## src/rtl/wb_csr_ctrl_pkg.sv

```systemverilog
// Shared encodings for the write-back CSR controller.
// Contents: CSR op codes, CSR indices, exception codes and FSM states.
package wb_csr_ctrl_pkg;

  typedef enum logic [2:0] {
    OP_NONE = 3'd0,
    OP_RD   = 3'd1,
    OP_WR   = 3'd2,
    OP_XCHG = 3'd3,
    OP_ERTN = 3'd4
  } csr_op_e;

  localparam logic [13:0] CSR_CRMD   = 14'h000;
  localparam logic [13:0] CSR_ECFG   = 14'h004;
  localparam logic [13:0] CSR_ESTAT  = 14'h005;
  localparam logic [13:0] CSR_ERA    = 14'h006;
  localparam logic [13:0] CSR_EENTRY = 14'h00c;

  localparam logic [5:0] ECODE_INT = 6'h00;
  localparam logic [5:0] ECODE_ADE = 6'h08;
  localparam logic [5:0] ECODE_ALE = 6'h09;
  localparam logic [5:0] ECODE_SYS = 6'h0b;
  localparam logic [5:0] ECODE_BRK = 6'h0c;
  localparam logic [5:0] ECODE_INE = 6'h0d;

  typedef enum logic {
    ST_RUN      = 1'b0,
    ST_REDIRECT = 1'b1
  } ws_state_e;

endpackage

```

## src/rtl/wb_csr_ctrl.sv

```systemverilog
// Write-back stage: commits one instruction per cycle to the GPR/CSR files and
// raises a held fetch redirect. Define WB_CSR_INT_EN to let has_int take interrupts.
module wb_csr_ctrl
  import wb_csr_ctrl_pkg::*;
#(
  parameter int DW        = 32,
  parameter int CSR_NUM_W = 14
) (
  input  logic                 clk,
  input  logic                 resetn,
  input  logic                 ms_valid,
  output logic                 ws_allowin,
  input  logic [DW-1:0]        ms_pc,
  input  logic [2:0]           ms_csr_op,
  input  logic [CSR_NUM_W-1:0] ms_csr_num,
  input  logic [DW-1:0]        ms_rj_val,
  input  logic [DW-1:0]        ms_rd_val,
  input  logic                 ms_ex,
  input  logic [5:0]           ms_ecode,
  input  logic [8:0]           ms_esubcode,
  input  logic [DW-1:0]        ms_vaddr,
  input  logic                 ms_rf_we,
  input  logic [4:0]           ms_rf_waddr,
  input  logic [DW-1:0]        ms_rf_wdata,
  output logic                 rf_we,
  output logic [4:0]           rf_waddr,
  output logic [DW-1:0]        rf_wdata,
  output logic                 csr_re,
  output logic [CSR_NUM_W-1:0] csr_num,
  input  logic [DW-1:0]        csr_rvalue,
  output logic                 csr_we,
  output logic [DW-1:0]        csr_wmask,
  output logic [DW-1:0]        csr_wvalue,
  input  logic                 has_int,
  output logic                 wb_ex,
  output logic                 ertn_flush,
  output logic [DW-1:0]        wb_pc,
  output logic [DW-1:0]        wb_vaddr,
  output logic [5:0]           wb_ecode,
  output logic [8:0]           wb_esubcode,
  input  logic [DW-1:0]        csr_eentry_data,
  input  logic [DW-1:0]        csr_era_pc,
  output logic                 redirect_valid,
  output logic [DW-1:0]        redirect_target,
  input  logic                 redirect_ready
);

  ws_state_e            r_state;
  logic                 r_ws_valid;
  logic [DW-1:0]        r_pc;
  logic [2:0]           r_op;
  logic [CSR_NUM_W-1:0] r_csr_num;
  logic [DW-1:0]        r_rj_val;
  logic [DW-1:0]        r_rd_val;
  logic                 r_ex;
  logic [5:0]           r_ecode;
  logic [8:0]           r_esubcode;
  logic [DW-1:0]        r_vaddr;
  logic                 r_rf_we;
  logic [4:0]           r_rf_waddr;
  logic [DW-1:0]        r_rf_wdata;
  logic                 r_redirect_valid;
  logic [DW-1:0]        r_redirect_target;

  logic                 w_int_take;
  logic                 w_final_ex;
  logic                 w_commit;
  logic                 w_is_csr;
  logic                 w_csr_wr;
  logic                 w_refetch;
  logic                 w_redirect;
  logic [DW-1:0]        w_target;

`ifdef WB_CSR_INT_EN
  assign w_int_take = has_int;
`else
  logic w_unused_has_int;
  assign w_unused_has_int = has_int;
  assign w_int_take       = 1'b0;
`endif

  assign w_commit   = r_ws_valid && (r_state == ST_RUN);
  assign w_final_ex = w_int_take || r_ex;
  assign w_is_csr   = (r_op == OP_RD) || (r_op == OP_WR) || (r_op == OP_XCHG);
  assign w_csr_wr   = (r_op == OP_WR) || (r_op == OP_XCHG);

  assign ws_allowin  = 1'b1;
  assign wb_ex       = w_commit && w_final_ex;
  assign wb_pc       = r_pc;
  assign wb_vaddr    = r_vaddr;
  assign wb_ecode    = w_int_take ? ECODE_INT : r_ecode;
  assign wb_esubcode = w_int_take ? 9'd0 : r_esubcode;

  assign csr_re     = r_ws_valid && w_is_csr;
  assign csr_num    = r_csr_num;
  assign csr_we     = w_commit && !w_final_ex && w_csr_wr;
  assign csr_wmask  = (r_op == OP_WR) ? '1 : r_rj_val;
  assign csr_wvalue = r_rd_val;

  assign rf_we      = w_commit && !w_final_ex && r_rf_we;
  assign rf_waddr   = r_rf_waddr;
  assign rf_wdata   = w_is_csr ? csr_rvalue : r_rf_wdata;
  assign ertn_flush = w_commit && !w_final_ex && (r_op == OP_ERTN);

  // Writes to mode/config/status CSRs can change fetch behaviour, so refetch.
  assign w_refetch = csr_we && ((r_csr_num == CSR_NUM_W'(CSR_CRMD)) ||
                                (r_csr_num == CSR_NUM_W'(CSR_ECFG)) ||
                                (r_csr_num == CSR_NUM_W'(CSR_ESTAT)));
  assign w_redirect = wb_ex || ertn_flush || w_refetch;
  assign w_target   = wb_ex      ? csr_eentry_data :
                      ertn_flush ? csr_era_pc      : r_pc + DW'(4);

  assign redirect_valid  = r_redirect_valid;
  assign redirect_target = r_redirect_target;

  always_ff @(posedge clk or negedge resetn) begin
    if (!resetn) begin
      r_state           <= ST_RUN;
      r_redirect_valid  <= 1'b0;
      r_redirect_target <= '0;
    end else begin
      case (r_state)
        ST_RUN: begin
          if (w_commit && w_redirect) begin
            r_state           <= ST_REDIRECT;
            r_redirect_valid  <= 1'b1;
            r_redirect_target <= w_target;
          end
        end
        ST_REDIRECT: begin
          if (redirect_ready) begin
            r_state          <= ST_RUN;
            r_redirect_valid <= 1'b0;
          end
        end
        default: begin
          r_state          <= ST_RUN;
          r_redirect_valid <= 1'b0;
        end
      endcase
    end
  end

  // Wrong-path instructions arriving while a redirect is pending are dropped.
  always_ff @(posedge clk or negedge resetn) begin
    if (!resetn) begin
      r_ws_valid <= 1'b0;
      r_pc       <= '0;
      r_op       <= '0;
      r_csr_num  <= '0;
      r_rj_val   <= '0;
      r_rd_val   <= '0;
      r_ex       <= 1'b0;
      r_ecode    <= '0;
      r_esubcode <= '0;
      r_vaddr    <= '0;
      r_rf_we    <= 1'b0;
      r_rf_waddr <= '0;
      r_rf_wdata <= '0;
    end else if (r_state == ST_RUN) begin
      r_ws_valid <= ms_valid;
      if (ms_valid) begin
        r_pc       <= ms_pc;
        r_op       <= ms_csr_op;
        r_csr_num  <= ms_csr_num;
        r_rj_val   <= ms_rj_val;
        r_rd_val   <= ms_rd_val;
        r_ex       <= ms_ex;
        r_ecode    <= ms_ecode;
        r_esubcode <= ms_esubcode;
        r_vaddr    <= ms_vaddr;
        r_rf_we    <= ms_rf_we;
        r_rf_waddr <= ms_rf_waddr;
        r_rf_wdata <= ms_rf_wdata;
      end
    end else begin
      r_ws_valid <= 1'b0;
    end
  end

endmodule

```

## config.mk

```make
export PLATFORM = sky130hd
export DESIGN_NAME = wb_csr_ctrl
export DESIGN_NICKNAME = d
export VERILOG_FILES = /design/src/rtl/wb_csr_ctrl_pkg.sv /design/src/rtl/wb_csr_ctrl.sv
export SDC_FILE = /design/constraint.sdc
export NUM_CORES = 1
export LEC_CHECK = 0
export BUFFER_PORTS_ARGS = -buffer_cell sky130_fd_sc_hd__buf_2
export CAP_MARGIN = 20
export CORE_AREA = 4 4 204 206
export DETAILED_ROUTE_END_ITERATION = 10
export DIE_AREA = 0 0 208 210
export SYNTH_ARGS = -nofsm -noshare
export SYNTH_HDL_FRONTEND = slang
export SYNTH_SLANG_ARGS = --single-unit
```

## constraint.sdc

```tcl
create_clock -name clk -period 2.6 [get_ports clk]
set_input_delay 0.39 -clock clk [delete_from_list [all_inputs] [get_ports clk]]
set_output_delay 0.39 -clock clk [all_outputs]
set_load 0.01 [all_outputs]
```

==> results of run 1 <==
power by group through the flow:
stage	sequential, W	combinational, W	clock, W
floorplan	0.00658	0.00386	0
global placement	0.00626	0.00745	0
detailed placement	0.00633	0.00753	0
CTS	0.00630	0.00756	0.00405
global route	0.00653	0.00803	0.00422
finish	0.00629	0.00744	0.00392
kinds of logic (layout without fill, tap and decap cells):
logic type / after synthesis / in the layout / share of synthesized area (%)
flip-flops: 234 / 234 / 54.9
other: 1 / 4 / 0.0352
AO/OA/AOI/OAI: 114 / 114 / 7.25
XOR/XNOR: 13 / 13 / 1.07
AND/OR/NAND/NOR: 178 / 178 / 9.22
multiplexers: 238 / 238 / 25.1
adder cells (fa/ha/maj): 1 / 1 / 0.117
buffers and inverters: 54 / 628 / 2.31
per-layer routing:
metal	vias up	GRT usage (%)	share of wire, %
met3	58	5.05	8.3
met4	2	4.17	2.5
met5	-	0	0.052
met2	365	30.3	51
met1	4445	19.3	38
li1	4137	-	-
area by class of cell:
class | instances | area share, %
diodes | 3 | 0.0496
clock buffers | 36 | 5.09
clock inverters | 13 | 1.00
inverters | 6 | 0.149
multi-input cells | 545 | 30.3
flip-flops and latches | 234 | 38.7
well taps | 525 | 4.34
repair buffers | 573 | 20.3
path summary, 6_finish.rpt:
path                           startpoint             endpoint  slack (ps)  cells past startpoint
max                                  r_ex           ertn_flush         150                      5
min                        redirect_ready              r_state          40                      2
max reg2reg                      wb_pc[3]  redirect_target[20]         210                      6
min reg2reg                redirect_valid       redirect_valid         490                      2
max in group asynchronous          resetn   redirect_target[9]        1380                      3
min in group asynchronous          resetn       csr_wvalue[23]         460                      2
per-stage QoR:
stage,hold WS [ps],setup WS (ps),total power (W)
6_report,39.4,153,0.0176
3_5_place_dp,430,210,0.0139
3_3_place_gp,430,270,0.0137
2_1_floorplan,94.4,299,0.0104
5_1_grt,33.5,19.7,0.0188
4_1_cts,1.49,55.7,0.0179
timing repair:
| item | 4_1_cts | 5_1_grt |
|---|---|---|
| hold buffers | 1 | 0 |
| endpoints found under the hold margin | 71 | 0 |
| buffers inserted | 0 | 0 |
critical path: stages (launching register included):
cell	delay [ps]
dfrtp_1	370
buf_4	170
nor3b_1	310
nand2_1	190
inv_2	270
buf_2	190
sequential cells by signal, summed over array words and instances (netlist names):
name             cells
wb_pc               32
r_op                 3
r_ex                 1
wb_vaddr            32
wb_esubcode          9
r_rf_we              1
wb_ecode             6
redirect_valid       1
csr_wvalue          32
r_rj_val            32
r_ws_valid           1
r_state              1
rf_waddr             5
redirect_target     32
r_rf_wdata          32
csr_num             14
synthesized netlist by cell type (3+ instances only):
| cell | count | area share (%) |
|---|---|---|
| mux2_2 | 235 | 25 |
| dfrtp_1 | 234 | 55 |
| nand2_1 | 44 | 1.5 |
| clkbuf_1 | 38 | 1.3 |
| or2_2 | 33 | 1.9 |
| o21ai_0 | 25 | 1.2 |
| nand3_1 | 24 | 1.1 |
| a31oi_1 | 20 | 1.2 |
| a21oi_1 | 19 | 0.89 |
| nor2_1 | 19 | 0.67 |
| and3_1 | 9 | 0.53 |
| o21a_1 | 9 | 0.63 |
| nor4_1 | 8 | 0.47 |
| xnor2_1 | 7 | 0.57 |
| a311o_1 | 6 | 0.56 |
| o211ai_1 | 6 | 0.42 |
| xor2_1 | 6 | 0.49 |
| a221o_1 | 5 | 0.47 |
| nor2b_1 | 5 | 0.29 |
| o221ai_1 | 5 | 0.41 |
| or4_1 | 5 | 0.35 |
| and2_1 | 4 | 0.23 |
| inv_1 | 4 | 0.14 |
| nor3_1 | 4 | 0.19 |
| o31ai_1 | 4 | 0.28 |
| or3_1 | 4 | 0.23 |
| buf_6 | 3 | 0.32 |
| mux2i_1 | 3 | 0.28 |
| nand2b_1 | 3 | 0.18 |
| nand4_1 | 3 | 0.18 |
==> results.json, run 1 <==
{
  "outcome": "finished, final reports clean",
  "skew_ps": 22.8,
  "utilization_pct": 38.2,
  "relSlewSlack_pct": 57.8,
  "switching_share_pct": 36.2,
  "clockPowerShare_pct": 22.2,
  "worstHoldPathType": "input pin to flop",
  "yosysSeqAreaShare_pct": 54.9,
  "grt_pass1_wl_mm": 58.0,
  "routedWlPerCell_um": 19.9,
  "drive_gt1_share_pct": 64.1,
  "p_leak_nw": 7.11,
  "final-max-slew-violation-count": 0,
  "power.switching_w": 0.00639,
  "final_common_cell": "buf_2",
  "core_um2": 39600,
  "grtUsageTotal_pct": 16.6,
  "dp.cells": 1882,
  "syn_nets": 1134,
  "postPlaceCellArea_um2": 14200,
  "multi_input_area_um2": 4580,
  "vias_per_cell": 4.65,
  "cap_violations": 0,
  "power_density_nw_per_um2": 1170,
  "peakVddDrop_mv": 0.718,
  "clock_sinks": 234,
  "io_pins": 533,
  "vias": 9007,
  "grt-ovfl-total": 0,
  "syn_inst": 833,
  "ys.flop_type": "dfrtp_1",
  "fin_nets": 1688,
  "drtAntennaViolNets": 0,
  "required_ps": 2210,
  "area_delta_synth_final_pct": 41.8,
  "p_int_w": 0.0113,
  "cts_repair_resize_count": 0,
  "clockBufferDepth": 3,
  "async_flop_share_pct": 100,
  "tightest_slew_ps": 632,
  "endpoint_kind": "output pin",
  "synth-warning-count": 0,
  "die_area_um2": 43700,
  "portBuffers": 530,
  "stdcell_count": 1935,
  "synth-edff-count": 0,
  "grt_max_degree": 79,
  "synth_area_um2": 10700,
  "ys_ff_latch": 234,
  "rsz0062_at_grt": "no",
  "antenna_found_initial": 9,
  "routabilityCongestion": 0.850,
  "first_global_vias": 9650,
  "p_comb_share_pct": 42.2,
  "clkTransAtPathRegs_ps": 60,
  "wl_mm": 38.4,
  "fin_setup_tns_ps": 0,
  "fin_crit_ps": 2450,
  "syn_avg_cell_area_um2": 12.8,
  "worstPathMaxFanout": 11,
  "finalInstanceArea_um2": 15100,
  "crit_type": "flop to output pin",
  "arrival_ps": 2060,
  "drt-initial-drc-count": 381,
  "cts_tree": "built",
  "final_cell_mix": "buf_2 (529), mux2_2 (235), dfrtp_1 (234)",
  "row_count": 73,
  "initial_core_util_pct": 26.9,
  "dieHeight_um": 210,
  "ys_types": 61,
  "drc_errors": 0,
  "dr.pass1.iters": 5,
  "hold_viol_final": 0,
  "dp_hpwl_mm": 30.4,
  "power_frac_seq_pct": 35.6,
  "root_buffer": "clkbuf_16",
  "die_width_um": 208,
  "timing.fmax_mhz": 409,
  "clk_latency_ps": 550,
  "cts_htree_levels": 1,
  "regArea_um2": 5860,
  "cts_buffers": 27,
  "setup_violations": 0,
  "start_kind": "flop",
  "fin_crit_sh_pct": 94.1,
  "fillerInstances": 3986
}
(Power assumes the default switching activity.)
==> inputs of run 2 (changes only) <==
--- a/config.mk
+++ b/config.mk
@@ -7,9 +7,10 @@
 export LEC_CHECK = 0
 export BUFFER_PORTS_ARGS = -buffer_cell sky130_fd_sc_hd__buf_2
 export CAP_MARGIN = 20
-export CORE_AREA = 4 4 204 206
+export CORE_MARGIN = 4
+export CORE_UTILIZATION = 25
 export DETAILED_ROUTE_END_ITERATION = 10
-export DIE_AREA = 0 0 208 210
+export MAX_ROUTING_LAYER = met4
 export SYNTH_ARGS = -nofsm -noshare
 export SYNTH_HDL_FRONTEND = slang
 export SYNTH_SLANG_ARGS = --single-unit
==> run 2 against run 1 <==
  * Combinational power barely moved
  * Sequential power barely moved
  * Total power rose by 2.5%
  * Critical endpoint is now redirect_target[20]
  * Largest cell class unchanged
==> results.json, run 2 (synthesis results as in run 1) <==
{
  "outcome": "finished, final reports clean",
  "fin_nets": 1680,
  "portBuffers": 530,
  "relSlewSlack_pct": 61.1,
  "drive_gt1_share_pct": 63.9,
  "io_pins": 533,
  "arrival_ps": 2960,
  "final_cell_mix": "buf_2 (529), mux2_2 (235), dfrtp_1 (234)",
  "utilization_pct": 36.2,
  "fin_crit_ps": 2480,
  "p_comb_share_pct": 41.0,
  "wl_mm": 38.1,
  "switching_share_pct": 35.5,
  "clockPowerShare_pct": 24.3,
  "tightest_slew_ps": 578,
  "cts_buffers": 28,
  "routedWlPerCell_um": 19.6,
  "final-max-slew-violation-count": 0,
  "grtUsageTotal_pct": 16.3,
  "fillerInstances": 4248,
  "crit_type": "flop to flop",
  "power_frac_seq_pct": 34.7,
  "vias_per_cell": 4.64,
  "antenna_found_initial": 3,
  "root_buffer": "clkbuf_16",
  "worstPathMaxFanout": 12,
  "area_delta_synth_final_pct": 42.8,
  "cts_htree_levels": 1,
  "setup_violations": 0,
  "required_ps": 3080,
  "multi_input_area_um2": 4580,
  "skew_ps": 11.4,
  "cts_repair_resize_count": 0,
  "post_cts_buffers": 0,
  "dp.cells": 1886,
  "clkTransAtPathRegs_ps": 60,
  "drt-initial-drc-count": 461,
  "drtAntennaViolNets": 0,
  "cap_violations": 0,
  "clk_latency_ps": 540,
  "first_global_vias": 9626,
  "grt_max_degree": 69,
  "final_common_cell": "buf_2",
  "start_kind": "flop",
  "grt_pass1_wl_mm": 57.7,
  "core_um2": 42000,
  "clockBufferDepth": 3,
  "p_int_w": 0.0117,
  "rsz0062_at_grt": "no",
  "cts_tree": "built",
  "die_width_um": 215,
  "clock_sinks": 234,
  "routabilityCongestion": 0.842,
  "vias": 9019,
  "row_count": 75,
  "endpoint_kind": "flop",
  "dr.pass1.iters": 5,
  "fin_setup_tns_ps": 0,
  "timing.fmax_mhz": 404,
  "drc_errors": 0,
  "hold_viol_final": 0,
  "fin_crit_sh_pct": 95.3,
  "p_leak_nw": 7.14,
  "stdcell_count": 1945,
  "dieHeight_um": 215,
  "grt-ovfl-total": 0,
  "worstHoldPathType": "input pin to flop",
  "peakVddDrop_mv": 0.605,
  "regArea_um2": 5860,
  "dp_hpwl_mm": 29.7,
  "power.switching_w": 0.00642,
  "die_area_um2": 46000,
  "power_density_nw_per_um2": 1190,
  "initial_core_util_pct": 25.4
}
[run 2: what timing repair did]
action,in CTS,in global routing
setup endpoints to repair,0,0
hold endpoints to repair,57,0
hold buffers,2,0
[run 2: critical path, stage by stage (launching register included)]
cell      delay, ps
dfrtp_1         430
ha_1            280
nand4_2         250
or4_4           640
or3b_1          430
a211oi_2        230
o31a_1          170
[run 2: cell type report]
cell class / count / area share, %
well taps: 539 / 4.43
multi-input cells: 545 / 30.1
inverters: 6 / 0.148
flip-flops and latches: 234 / 38.5
clock inverters: 13 / 1.45
repair buffers: 564 / 19.9
clock buffers: 39 / 5.47
diodes: 5 / 0.0822
[run 2: path summary, 6_finish.rpt]
| check | depth (start not counted) | from | endpoint | slack, ps |
|---|---|---|---|---|
| max reg2reg | 6 | wb_pc[2] | redirect_target[20] | 120 |
| min in group asynchronous | 2 | resetn | csr_wvalue[14] | 390 |
| min | 2 | ms_rf_wdata[0] | r_rf_wdata[0] | 70 |
| min reg2reg | 2 | redirect_valid | redirect_valid | 480 |
| max | 6 | wb_pc[2] | redirect_target[20] | 120 |
| max in group asynchronous | 3 | resetn | wb_esubcode[2] | 1450 |
[run 2: per-stage QoR]
step                      hold WS, ps  area (µm²)  setup WS [ps]  total power [W]
after floorplan                  94.4       10700            299           0.0104
after global placement            378       14100            215           0.0137
after detailed placement          374       14100            163           0.0138
after CTS                        26.2       15200            139           0.0184
after global routing             40.6       15200           31.0           0.0192
final                            73.7       15200            122           0.0181
[run 2: layer usage]
| metal | share of wire, % | global-route usage (%) |
|---|---|---|
| met1 | 40 | 18.7 |
| met2 | 50 | 28.1 |
| met3 | 7.6 | 4.41 |
| met4 | 2.6 | 4.32 |
| met5 | 0 | - |
[run 2: power groups by stage]
stage               clock (W)  sequential, W  combinational [W]
floorplan                   0        0.00658            0.00386
global placement            0        0.00627            0.00745
detailed placement          0        0.00632            0.00752
CTS                   0.00453        0.00630            0.00755
global route          0.00467        0.00651            0.00800
finish                0.00439        0.00628            0.00742
==> inputs of run 3 (changes only) <==
--- a/config.mk
+++ b/config.mk
@@ -11,6 +11,7 @@
 export CORE_UTILIZATION = 25
 export DETAILED_ROUTE_END_ITERATION = 10
 export MAX_ROUTING_LAYER = met4
+export PLACE_DENSITY = 0.48
 export SYNTH_ARGS = -nofsm -noshare
 export SYNTH_HDL_FRONTEND = slang
 export SYNTH_SLANG_ARGS = --single-unit
==> run 3 against run 2 <==
  * Fmax increased by 1.9%
  * Largest power group unchanged
  * Largest cell class unchanged
  * Worst setup slack improved by 47 ps
  * Highest routed layer unchanged
  * Final cell count unchanged
==> results.json, run 3 (synthesis results as in run 1) <==
{
  "setup_violations": 0,
  "grt_max_degree": 93,
  "antenna_found_initial": 9,
  "p_comb_share_pct": 42.2,
  "die_area_um2": 46000,
  "cts_tree": "built",
  "clkTransAtPathRegs_ps": 60,
  "core_um2": 42000,
  "drt-initial-drc-count": 498,
  "relSlewSlack_pct": 60.6,
  "dieHeight_um": 215,
  "clk_latency_ps": 560,
  "timing.fmax_mhz": 411,
  "crit_type": "flop to output pin",
  "tightest_slew_ps": 592,
  "fillerInstances": 4326,
  "worstPathMaxFanout": 16,
  "fin_setup_tns_ps": 0,
  "fin_crit_sh_pct": 93.5,
  "clockBufferDepth": 3,
  "final_cell_mix": "buf_2 (529), mux2_2 (235), dfrtp_1 (234)",
  "grt-ovfl-total": 0,
  "cts_buffers": 28,
  "clock_sinks": 234,
  "regToRegEndpoint": "redirect_target[20]",
  "final-max-slew-violation-count": 0,
  "area_delta_synth_final_pct": 41.2,
  "wl_mm": 39.3,
  "start_kind": "flop",
  "peakVddDrop_mv": 0.637,
  "drc_errors": 0,
  "hold_viol_final": 0,
  "initial_core_util_pct": 25.4,
  "dr.pass1.iters": 4,
  "required_ps": 2210,
  "die_width_um": 215,
  "arrival_ps": 2040,
  "power.switching_w": 0.00640,
  "routedWlPerCell_um": 20.2,
  "r2r-start": "wb_pc[2]",
  "skew_ps": 13.3,
  "drtAntennaViolNets": 0,
  "grtUsageTotal_pct": 16.9,
  "startpoint": "r_op[1]",
  "dp.cells": 1886,
  "stdcell_count": 1945,
  "vias_per_cell": 4.64,
  "row_count": 75,
  "fin_nets": 1679,
  "power_frac_seq_pct": 36.0,
  "root_buffer": "clkbuf_16",
  "worstHoldPathType": "input pin to flop",
  "endpoint_kind": "output pin",
  "vias": 9024,
  "switching_share_pct": 36.6,
  "p_leak_nw": 7.04,
  "clockPowerShare_pct": 21.8,
  "regArea_um2": 5860,
  "routabilityCongestion": 0.854,
  "drive_gt1_share_pct": 63.3,
  "r2r_setup_slack_ps": 180,
  "power_density_nw_per_um2": 1160,
  "fin_crit_ps": 2430,
  "dp_hpwl_mm": 30.3,
  "io_pins": 533,
  "grt_pass1_wl_mm": 59.7,
  "rsz0062_at_grt": "no",
  "multi_input_area_um2": 4580,
  "rr_worst_depth": 6,
  "portBuffers": 530,
  "cap_violations": 0,
  "setup.worst_path.end": "ertn_flush",
  "p_int_w": 0.0111,
  "first_global_vias": 9765,
  "final_common_cell": "buf_2",
  "cts_htree_levels": 1,
  "outcome": "finished, final reports clean"
}
[run 3: critical path: stages, from the launching register on]
cell and delay [ps]:
dfrtp_1 430, nor3b_1 260, buf_4 210, nand2_1 110, clkinv_2 250, buf_2 200
[run 3: per-layer routing]
metal	GRT usage [%]	vias up	share of wire [%]
met2	28.4	384	49
met4	3.50	0	2.2
met3	6.02	46	9.4
met5	-	-	0
met1	19.6	4452	40
li1	-	4142	-
[run 3: how the worst min path moves through the flow]
stage / endpoint / start / slack (ps) / cells after the start
6_report: r_state / redirect_ready / 40 / 2
3_5_place_dp: redirect_target[11] / resetn / 380 / 1
4_1_cts: r_state / redirect_ready / 9 / 2
3_3_place_gp: redirect_target[11] / resetn / 360 / 1
2_1_floorplan: csr_num[0] / resetn / 90 / 0
5_1_grt: wb_vaddr[3] / ms_vaddr[3] / 20 / 2
[run 3: layout make-up]
class / instances / share of cell area (%)
Inverter: 6 / 0.158
Clock buffer: 44 / 5.38
Antenna cell: 10 / 0.166
Clock inverter: 4 / 0.465
Multi-Input combinational cell: 545 / 30.4
Tap cell: 539 / 4.48
Timing Repair Buffer: 563 / 20.0
Sequential cell: 234 / 38.9
[run 3: timing repair]
action / in CTS / in global routing
buffers inserted: 0 / 0
setup endpoints to repair: 0 / 1
gates resized for setup: 0 / 1
hold buffers: 1 / 0
hold endpoints to repair: 48 / 0
[run 3: metrics by stage]
stage | instance area (µm²) | util [%] | worst slack [ps] | hold slack [ps] | total power [W]
2_1_floorplan | 10700 | - | 299 | 94.4 | 0.0104
3_3_place_gp | 14100 | 33.6 | 267 | 365 | 0.0138
3_5_place_dp | 14100 | 33.6 | 201 | 376 | 0.0138
4_1_cts | 15000 | 35.8 | 44.9 | 8.56 | 0.0178
5_1_grt | 15100 | 35.8 | 36.6 | 19.0 | 0.0186
6_report | 15100 | 35.8 | 169 | 44.5 | 0.0175
[run 3: power groups by stage]
stage / Sequential, W / Clock (W) / Combinational (W)
after floorplan: 0.00658 / 0 / 0.00386
after global placement: 0.00631 / 0 / 0.00746
after detailed placement: 0.00635 / 0 / 0.00749
after CTS: 0.00631 / 0.00394 / 0.00751
after global routing: 0.00654 / 0.00407 / 0.00800
final: 0.00629 / 0.00381 / 0.00738
